--- src/rtl/mips_defs.sv ---
// Shared MIPS decode constants for the hazard/stall logic.
// No logic, no latency.
// No flow control; constants and one pure helper function only.
package mips_defs;

  // Primary opcodes (IR[31:26])
  localparam logic [5:0] OP_RTYPE = 6'h00;
  localparam logic [5:0] OP_J     = 6'h02;
  localparam logic [5:0] OP_JAL   = 6'h03;
  localparam logic [5:0] OP_BEQ   = 6'h04;
  localparam logic [5:0] OP_BNE   = 6'h05;
  localparam logic [5:0] OP_ADDIU = 6'h09;
  localparam logic [5:0] OP_ORI   = 6'h0d;
  localparam logic [5:0] OP_LUI   = 6'h0f;
  localparam logic [5:0] OP_LW    = 6'h23;
  localparam logic [5:0] OP_SW    = 6'h2b;

  // R-type function codes (IR[5:0])
  localparam logic [5:0] FN_JR    = 6'h08;
  localparam logic [5:0] FN_JALR  = 6'h09;
  localparam logic [5:0] FN_MFHI  = 6'h10;
  localparam logic [5:0] FN_MTHI  = 6'h11;
  localparam logic [5:0] FN_MFLO  = 6'h12;
  localparam logic [5:0] FN_MTLO  = 6'h13;
  localparam logic [5:0] FN_MULT  = 6'h18;
  localparam logic [5:0] FN_MULTU = 6'h19;
  localparam logic [5:0] FN_DIV   = 6'h1a;
  localparam logic [5:0] FN_DIVU  = 6'h1b;
  localparam logic [5:0] FN_ADDU  = 6'h21;
  localparam logic [5:0] FN_SUBU  = 6'h23;
  localparam logic [5:0] FN_SLT   = 6'h2a;

  // Tuse: cycles until the operand is needed; TUSE_NONE never compares below any Tnew
  localparam logic [1:0] TUSE_0    = 2'd0;
  localparam logic [1:0] TUSE_1    = 2'd1;
  localparam logic [1:0] TUSE_2    = 2'd2;
  localparam logic [1:0] TUSE_NONE = 2'd3;

  // Tnew: cycles until the result can be forwarded, as seen from E
  localparam logic [1:0] TNEW_0 = 2'd0;
  localparam logic [1:0] TNEW_1 = 2'd1;
  localparam logic [1:0] TNEW_2 = 2'd2;

  localparam logic [4:0] REG_RA = 5'd31;

  // One stage further down the pipe a result is one cycle closer
  function automatic logic [1:0] tnew_advance(input logic [1:0] t);
    return (t == TNEW_0) ? TNEW_0 : t - 2'd1;
  endfunction

endpackage

--- src/rtl/instr_decode.sv ---
// Decodes one instruction into destination register, Tnew and Tuse for rs/rt.
// Purely combinational, zero latency.
// No flow control; outputs follow i_ir in the same cycle.
module instr_decode
  import mips_defs::*;
(
  input  logic [31:0] i_ir,
  output logic [4:0]  o_dest,
  output logic [1:0]  o_tnew,
  output logic [1:0]  o_tuse_rs,
  output logic [1:0]  o_tuse_rt,
  output logic        o_is_md_start,
  output logic        o_is_md_access
);

  logic [5:0] w_op;
  logic [5:0] w_fn;
  logic [4:0] w_rt;
  logic [4:0] w_rd;
  logic [4:0] w_unused_shamt;

  assign w_op           = i_ir[31:26];
  assign w_fn           = i_ir[5:0];
  assign w_rt           = i_ir[20:16];
  assign w_rd           = i_ir[15:11];
  assign w_unused_shamt = i_ir[10:6];

  // Table decode; anything unrecognised writes nothing and reads nothing
  always_comb begin
    o_dest         = 5'd0;
    o_tnew         = TNEW_0;
    o_tuse_rs      = TUSE_NONE;
    o_tuse_rt      = TUSE_NONE;
    o_is_md_start  = 1'b0;
    o_is_md_access = 1'b0;
    unique case (w_op)
      OP_RTYPE: begin
        unique case (w_fn)
          FN_ADDU, FN_SUBU, FN_SLT: begin
            o_dest    = w_rd;
            o_tnew    = TNEW_1;
            o_tuse_rs = TUSE_1;
            o_tuse_rt = TUSE_1;
          end
          FN_JR: begin
            o_tuse_rs = TUSE_0;
          end
          FN_JALR: begin
            o_dest    = w_rd;
            o_tnew    = TNEW_0;
            o_tuse_rs = TUSE_0;
          end
          FN_MULT, FN_MULTU, FN_DIV, FN_DIVU: begin
            o_tuse_rs      = TUSE_1;
            o_tuse_rt      = TUSE_1;
            o_is_md_start  = 1'b1;
            o_is_md_access = 1'b1;
          end
          FN_MFHI, FN_MFLO: begin
            o_dest         = w_rd;
            o_tnew         = TNEW_1;
            o_is_md_access = 1'b1;
          end
          FN_MTHI, FN_MTLO: begin
            o_tuse_rs      = TUSE_1;
            o_is_md_access = 1'b1;
          end
          default: ;
        endcase
      end
      OP_ORI, OP_ADDIU: begin
        o_dest    = w_rt;
        o_tnew    = TNEW_1;
        o_tuse_rs = TUSE_1;
      end
      OP_LUI: begin
        o_dest = w_rt;
        o_tnew = TNEW_1;
      end
      OP_LW: begin
        o_dest    = w_rt;
        o_tnew    = TNEW_2;
        o_tuse_rs = TUSE_1;
      end
      OP_SW: begin
        o_tuse_rs = TUSE_1;
        o_tuse_rt = TUSE_2;
      end
      OP_BEQ, OP_BNE: begin
        o_tuse_rs = TUSE_0;
        o_tuse_rt = TUSE_0;
      end
      OP_JAL: begin
        o_dest = REG_RA;
        o_tnew = TNEW_0;
      end
      default: ;
    endcase
  end

endmodule

--- src/rtl/hazard_stall_unit.sv ---
// Stall/bubble controller: data hazards forwarding cannot cover, plus mult/div occupancy.
// Outputs are combinational from the IRs and the busy counter (zero latency).
// stall holds F/D and freezes PC; clr_DE bubbles D/E for the same cycle.
module hazard_stall_unit
  import mips_defs::*;
#(
  parameter int MULT_CYCLES = 5,
  parameter int DIV_CYCLES  = 10,
  // 2**CNT_W must exceed max(MULT_CYCLES, DIV_CYCLES)
  parameter int CNT_W       = 4
) (
  input  logic        clk,
  input  logic        reset,
  input  logic [31:0] IR_D,
  input  logic [31:0] IR_E,
  input  logic [31:0] IR_M,
  input  logic        RWE_E,
  input  logic        RWE_M,
  output logic        stall,
  output logic        clr_DE,
  output logic        pc_en,
  output logic        md_busy
);

  logic [4:0]       w_dest_e, w_dest_m;
  logic [1:0]       w_tnew_e, w_tnew_m_raw, w_tnew_m;
  logic [1:0]       w_tuse_rs_d, w_tuse_rt_d;
  logic             w_md_start_e, w_md_access_d;
  logic [4:0]       w_rs_d, w_rt_d;
  logic [4:0]       w_dest_e_g, w_dest_m_g;
  logic             w_data_stall;
  logic [CNT_W-1:0] r_md_cnt;

  // Outputs of the three decoder copies that this block does not need
  logic [4:0] w_unused_dest_d;
  logic [1:0] w_unused_tnew_d;
  logic       w_unused_md_start_d;
  logic [1:0] w_unused_tuse_rs_e, w_unused_tuse_rt_e;
  logic       w_unused_md_access_e;
  logic [1:0] w_unused_tuse_rs_m, w_unused_tuse_rt_m;
  logic       w_unused_md_start_m, w_unused_md_access_m;

  instr_decode u_dec_d (
    .i_ir           (IR_D),
    .o_dest         (w_unused_dest_d),
    .o_tnew         (w_unused_tnew_d),
    .o_tuse_rs      (w_tuse_rs_d),
    .o_tuse_rt      (w_tuse_rt_d),
    .o_is_md_start  (w_unused_md_start_d),
    .o_is_md_access (w_md_access_d)
  );

  instr_decode u_dec_e (
    .i_ir           (IR_E),
    .o_dest         (w_dest_e),
    .o_tnew         (w_tnew_e),
    .o_tuse_rs      (w_unused_tuse_rs_e),
    .o_tuse_rt      (w_unused_tuse_rt_e),
    .o_is_md_start  (w_md_start_e),
    .o_is_md_access (w_unused_md_access_e)
  );

  instr_decode u_dec_m (
    .i_ir           (IR_M),
    .o_dest         (w_dest_m),
    .o_tnew         (w_tnew_m_raw),
    .o_tuse_rs      (w_unused_tuse_rs_m),
    .o_tuse_rt      (w_unused_tuse_rt_m),
    .o_is_md_start  (w_unused_md_start_m),
    .o_is_md_access (w_unused_md_access_m)
  );

  assign w_rs_d     = IR_D[25:21];
  assign w_rt_d     = IR_D[20:16];
  assign w_tnew_m   = tnew_advance(w_tnew_m_raw);
  // A disabled write is presented as "writes $0", which never hazards
  assign w_dest_e_g = RWE_E ? w_dest_e : 5'd0;
  assign w_dest_m_g = RWE_M ? w_dest_m : 5'd0;

  function automatic logic src_hazard(input logic [4:0] src, input logic [1:0] tuse,
                                      input logic [4:0] de, input logic [1:0] te,
                                      input logic [4:0] dm, input logic [1:0] tm);
    return (src != 5'd0) &&
           (((src == de) && (tuse < te)) || ((src == dm) && (tuse < tm)));
  endfunction

  // Stall when a D-stage source is needed before the producer in E or M can forward it
  always_comb begin
    w_data_stall = src_hazard(w_rs_d, w_tuse_rs_d, w_dest_e_g, w_tnew_e, w_dest_m_g, w_tnew_m) |
                   src_hazard(w_rt_d, w_tuse_rt_d, w_dest_e_g, w_tnew_e, w_dest_m_g, w_tnew_m);
  end

  // Busy down-counter: a new mult/div in E reloads (load beats decrement), else count to 0.
  // funct bit 1 separates div/divu (1a/1b) from mult/multu (18/19).
  always_ff @(posedge clk or posedge reset) begin
    if (reset) begin
      r_md_cnt <= '0;
    end else if (w_md_start_e && !IR_E[1]) begin
      r_md_cnt <= CNT_W'(MULT_CYCLES);
    end else if (w_md_start_e) begin
      r_md_cnt <= CNT_W'(DIV_CYCLES);
    end else if (r_md_cnt != '0) begin
      r_md_cnt <= r_md_cnt - CNT_W'(1);
    end
  end

  assign md_busy = (r_md_cnt != '0) | w_md_start_e;
  assign stall   = w_data_stall | (w_md_access_d & md_busy);
  assign clr_DE  = stall;
  assign pc_en   = ~stall;

endmodule

--- config.mk ---
export PLATFORM = sky130hd
export DESIGN_NAME = hazard_stall_unit
export DESIGN_NICKNAME = d
export VERILOG_FILES = /design/src/rtl/mips_defs.sv /design/src/rtl/instr_decode.sv /design/src/rtl/hazard_stall_unit.sv
export SDC_FILE = /design/constraint.sdc
export NUM_CORES = 1
export LEC_CHECK = 0
export CORE_MARGIN = 3
export CORE_UTILIZATION = 38
export CTS_BUF_LIST = sky130_fd_sc_hd__clkbuf_8
export DETAILED_ROUTE_END_ITERATION = 7
export PLACE_DENSITY = 0.8
export SLEW_MARGIN = 5
export SYNTH_ARGS = -nofsm -noshare
export SYNTH_HDL_FRONTEND = slang
export SYNTH_HIERARCHICAL = 1
export SYNTH_SLANG_ARGS = --single-unit
--- constraint.sdc ---
create_clock -name clk -period 3.97 [get_ports clk]
set_clock_uncertainty 0.05 [all_clocks]
set_input_delay 0.794 -clock clk [delete_from_list [all_inputs] [get_ports clk]]
set_output_delay 0.794 -clock clk [all_outputs]
set_load 0.05 [all_outputs]
==> impl_metrics.ini <==
[cells_and_area]
stdcell_count = 393
fin_nets = 453
largestRegisters = r_md_cnt (4)
drive_gt1_share_pct = 29.0
diodes = 0
final_util_pct = 77.3
areaGrowthSynthToFinish_pct = 90.3
top_register = r_md_cnt
largest_reg_flops = 4

[clock_network]
cts_tree = built
clkLatencyLatePin_ps = 220
clkSinkCount = 4
htreeDepth = 1
cts-root-buf = clkbuf_8
clk_pin_slew_ps = 40
cts_buffers = 3
clk_path_buf_depth = 2

[power]
power_density_nw_per_um2 = 179
ir_drop_mv = 0.134
p_total_mw = 0.526
p_leak_nw = 1.23

[sta]
max_freq_mhz = 228
slew_viol_final = 0
holdWs_ps = 528
relSlewSlack_pct = 65.8
period_share_pct = 110
setup_viol = 3
rsz0062_at_grt = yes
timing.final.crit_period_ps = 4390
final-hold-violation-count = 0
worst_pin_slew_ps = 506
fin_ws_ps = -415

[yosys]
synth.avg_cell_area_sq_um = 7.21
ys_warn_count = 6
syn_nets = 320
syn_area_sq_um = 1540
postSynthCellCount = 214

[detailed_routing]
ant_nets = 0
drtIter0Drc = 137
first_pass_iters = 4
routedWlPerCell_microns = 14.9
drt-vias-per-instance = 5.73
drc = 0
drt_wl_total_microns = 5870
vias = 2252

[outcome]
status = complete, but fails checks
violations = setup timing

[floorplanning]
dieArea_sq_um = 4860
io_pins = 104
dieHeight_microns = 69.7
std_cell_rows = 22
die_w_microns = 69.7
core_area_sq_um = 3800
initial_core_util_pct = 40.6

[setup_path]
r2r_cells = 6
reg2reg_to = r_md_cnt[0]$_DFFE_PP0P_
r2r-start = r_md_cnt[0]$_DFFE_PP0P_
path_class = in2out
cp-start-kind = input port
r2r_slack_ps = 2380
cp_max_fo = 3
startpoint = IR_M[31]
critPathArrivalTime_ps = 3540
end_kind = primary output
crit_end = clr_DE
critical_path_required_ps = 3130

[placed_design]
hpwl_microns = 4540
place_inst = 386
place_congestion = 0.832
io_buffers = 73

[grt]
antenna_found_initial = 0
grt_pass1_wl_microns = 9080
track_usage_pct = 21.6
grt_max_degree = 13
gr-total-overflow = 0
grt_pass1_vias = 2238

[flow_run]
cap_violations = 0

[min_path]
hold_class = reg2reg
==> cell type report <==
type,count,area [sq um]
timing repair buffer,139,1260
fill,266,861
sequential,4,100
clock buffer,3,41.3
inverter,13,48.8
multi-input combinational,186,1430
tap,48,60.1
==> per-stage QoR <==
stage	area [sq um]	TNS, ps	worst slack, ps
2_1_floorplan	1550	-959	-565
3_3_place_gp	2770	-2150	-729
3_5_place_dp	2770	-2310	-769
4_1_cts	2850	-1490	-505
5_1_grt	2940	-1640	-550
6_report	2940	-1230	-415
==> placed cells by master (no fill, tap or decap), types with 3 or more instances in the layout <==
cell type,n
buf_4,66
inv_1,13
dfrtp_1,4
and3_1,3
nand4_1,3
a211oi_1,4
nor2b_1,9
nand2b_1,13
ha_1,6
and3b_1,3
o21ai_0,11
dlymetal6s2s_1,5
clkdlybuf4s50_1,60
clkbuf_8,3
nor2_1,14
a31oi_1,3
o21ai_1,4
buf_12,3
o21a_1,3
or3b_1,3
nand2_1,16
nor3_1,5
o22ai_1,6
a21oi_1,5
xor2_1,6
nand3_1,5
nand3b_1,5
nor4bb_1,4
a221o_1,11
==> critical path, cell delays in order <==
cell and delay (ps):
buf_6 90, or4_4 520, or4_4 460, a211oi_4 230
buf_4 170, a221o_1 200, buf_4 140, nand3b_1 80
o22ai_1 170, a22o_1 180, nand3_2 100, nand4_1 230
buf_12 170
==> routing by layer <==
| metal | vias up | GRT usage [%] | share of wire (%) |
|---|---|---|---|
| met1 | 1066 | 24.2 | 40 |
| met4 | 0 | 8.72 | 2.2 |
| met5 | - | 0 | 0 |
| met3 | 14 | 2.32 | 3.6 |
| li1 | 1101 | - | - |
| met2 | 71 | 40.9 | 54 |
==> report_power, final <==
part	switching (mW)	internal, mW
Clock	0.0267	0.0652
Combinational	0.161	0.186
Sequential	0.0232	0.0636
==> timing repair <==
action / CTS / global route
setup endpoints to repair: 3 / 3
resized for setup: 20 / 16
hold buffers: 0 / 0
pin swaps: 12 / 12
setup buffers: 3 / 1
==> how the worst min path moves through the flow <==
stage | end | slack (ps) | depth (start not counted) | startpoint
3_5_place_dp | r_md_cnt[0]$_DFFE_PP0P_ | 510 | 1 | r_md_cnt[0]$_DFFE_PP0P_
2_1_floorplan | r_md_cnt[0]$_DFFE_PP0P_ | 450 | 1 | r_md_cnt[0]$_DFFE_PP0P_
3_3_place_gp | r_md_cnt[0]$_DFFE_PP0P_ | 490 | 1 | r_md_cnt[0]$_DFFE_PP0P_
4_1_cts | r_md_cnt[0]$_DFFE_PP0P_ | 520 | 1 | r_md_cnt[0]$_DFFE_PP0P_
6_report | r_md_cnt[0]$_DFFE_PP0P_ | 530 | 1 | r_md_cnt[0]$_DFFE_PP0P_
5_1_grt | r_md_cnt[0]$_DFFE_PP0P_ | 520 | 1 | r_md_cnt[0]$_DFFE_PP0P_
(Power assumes the default switching activity.)
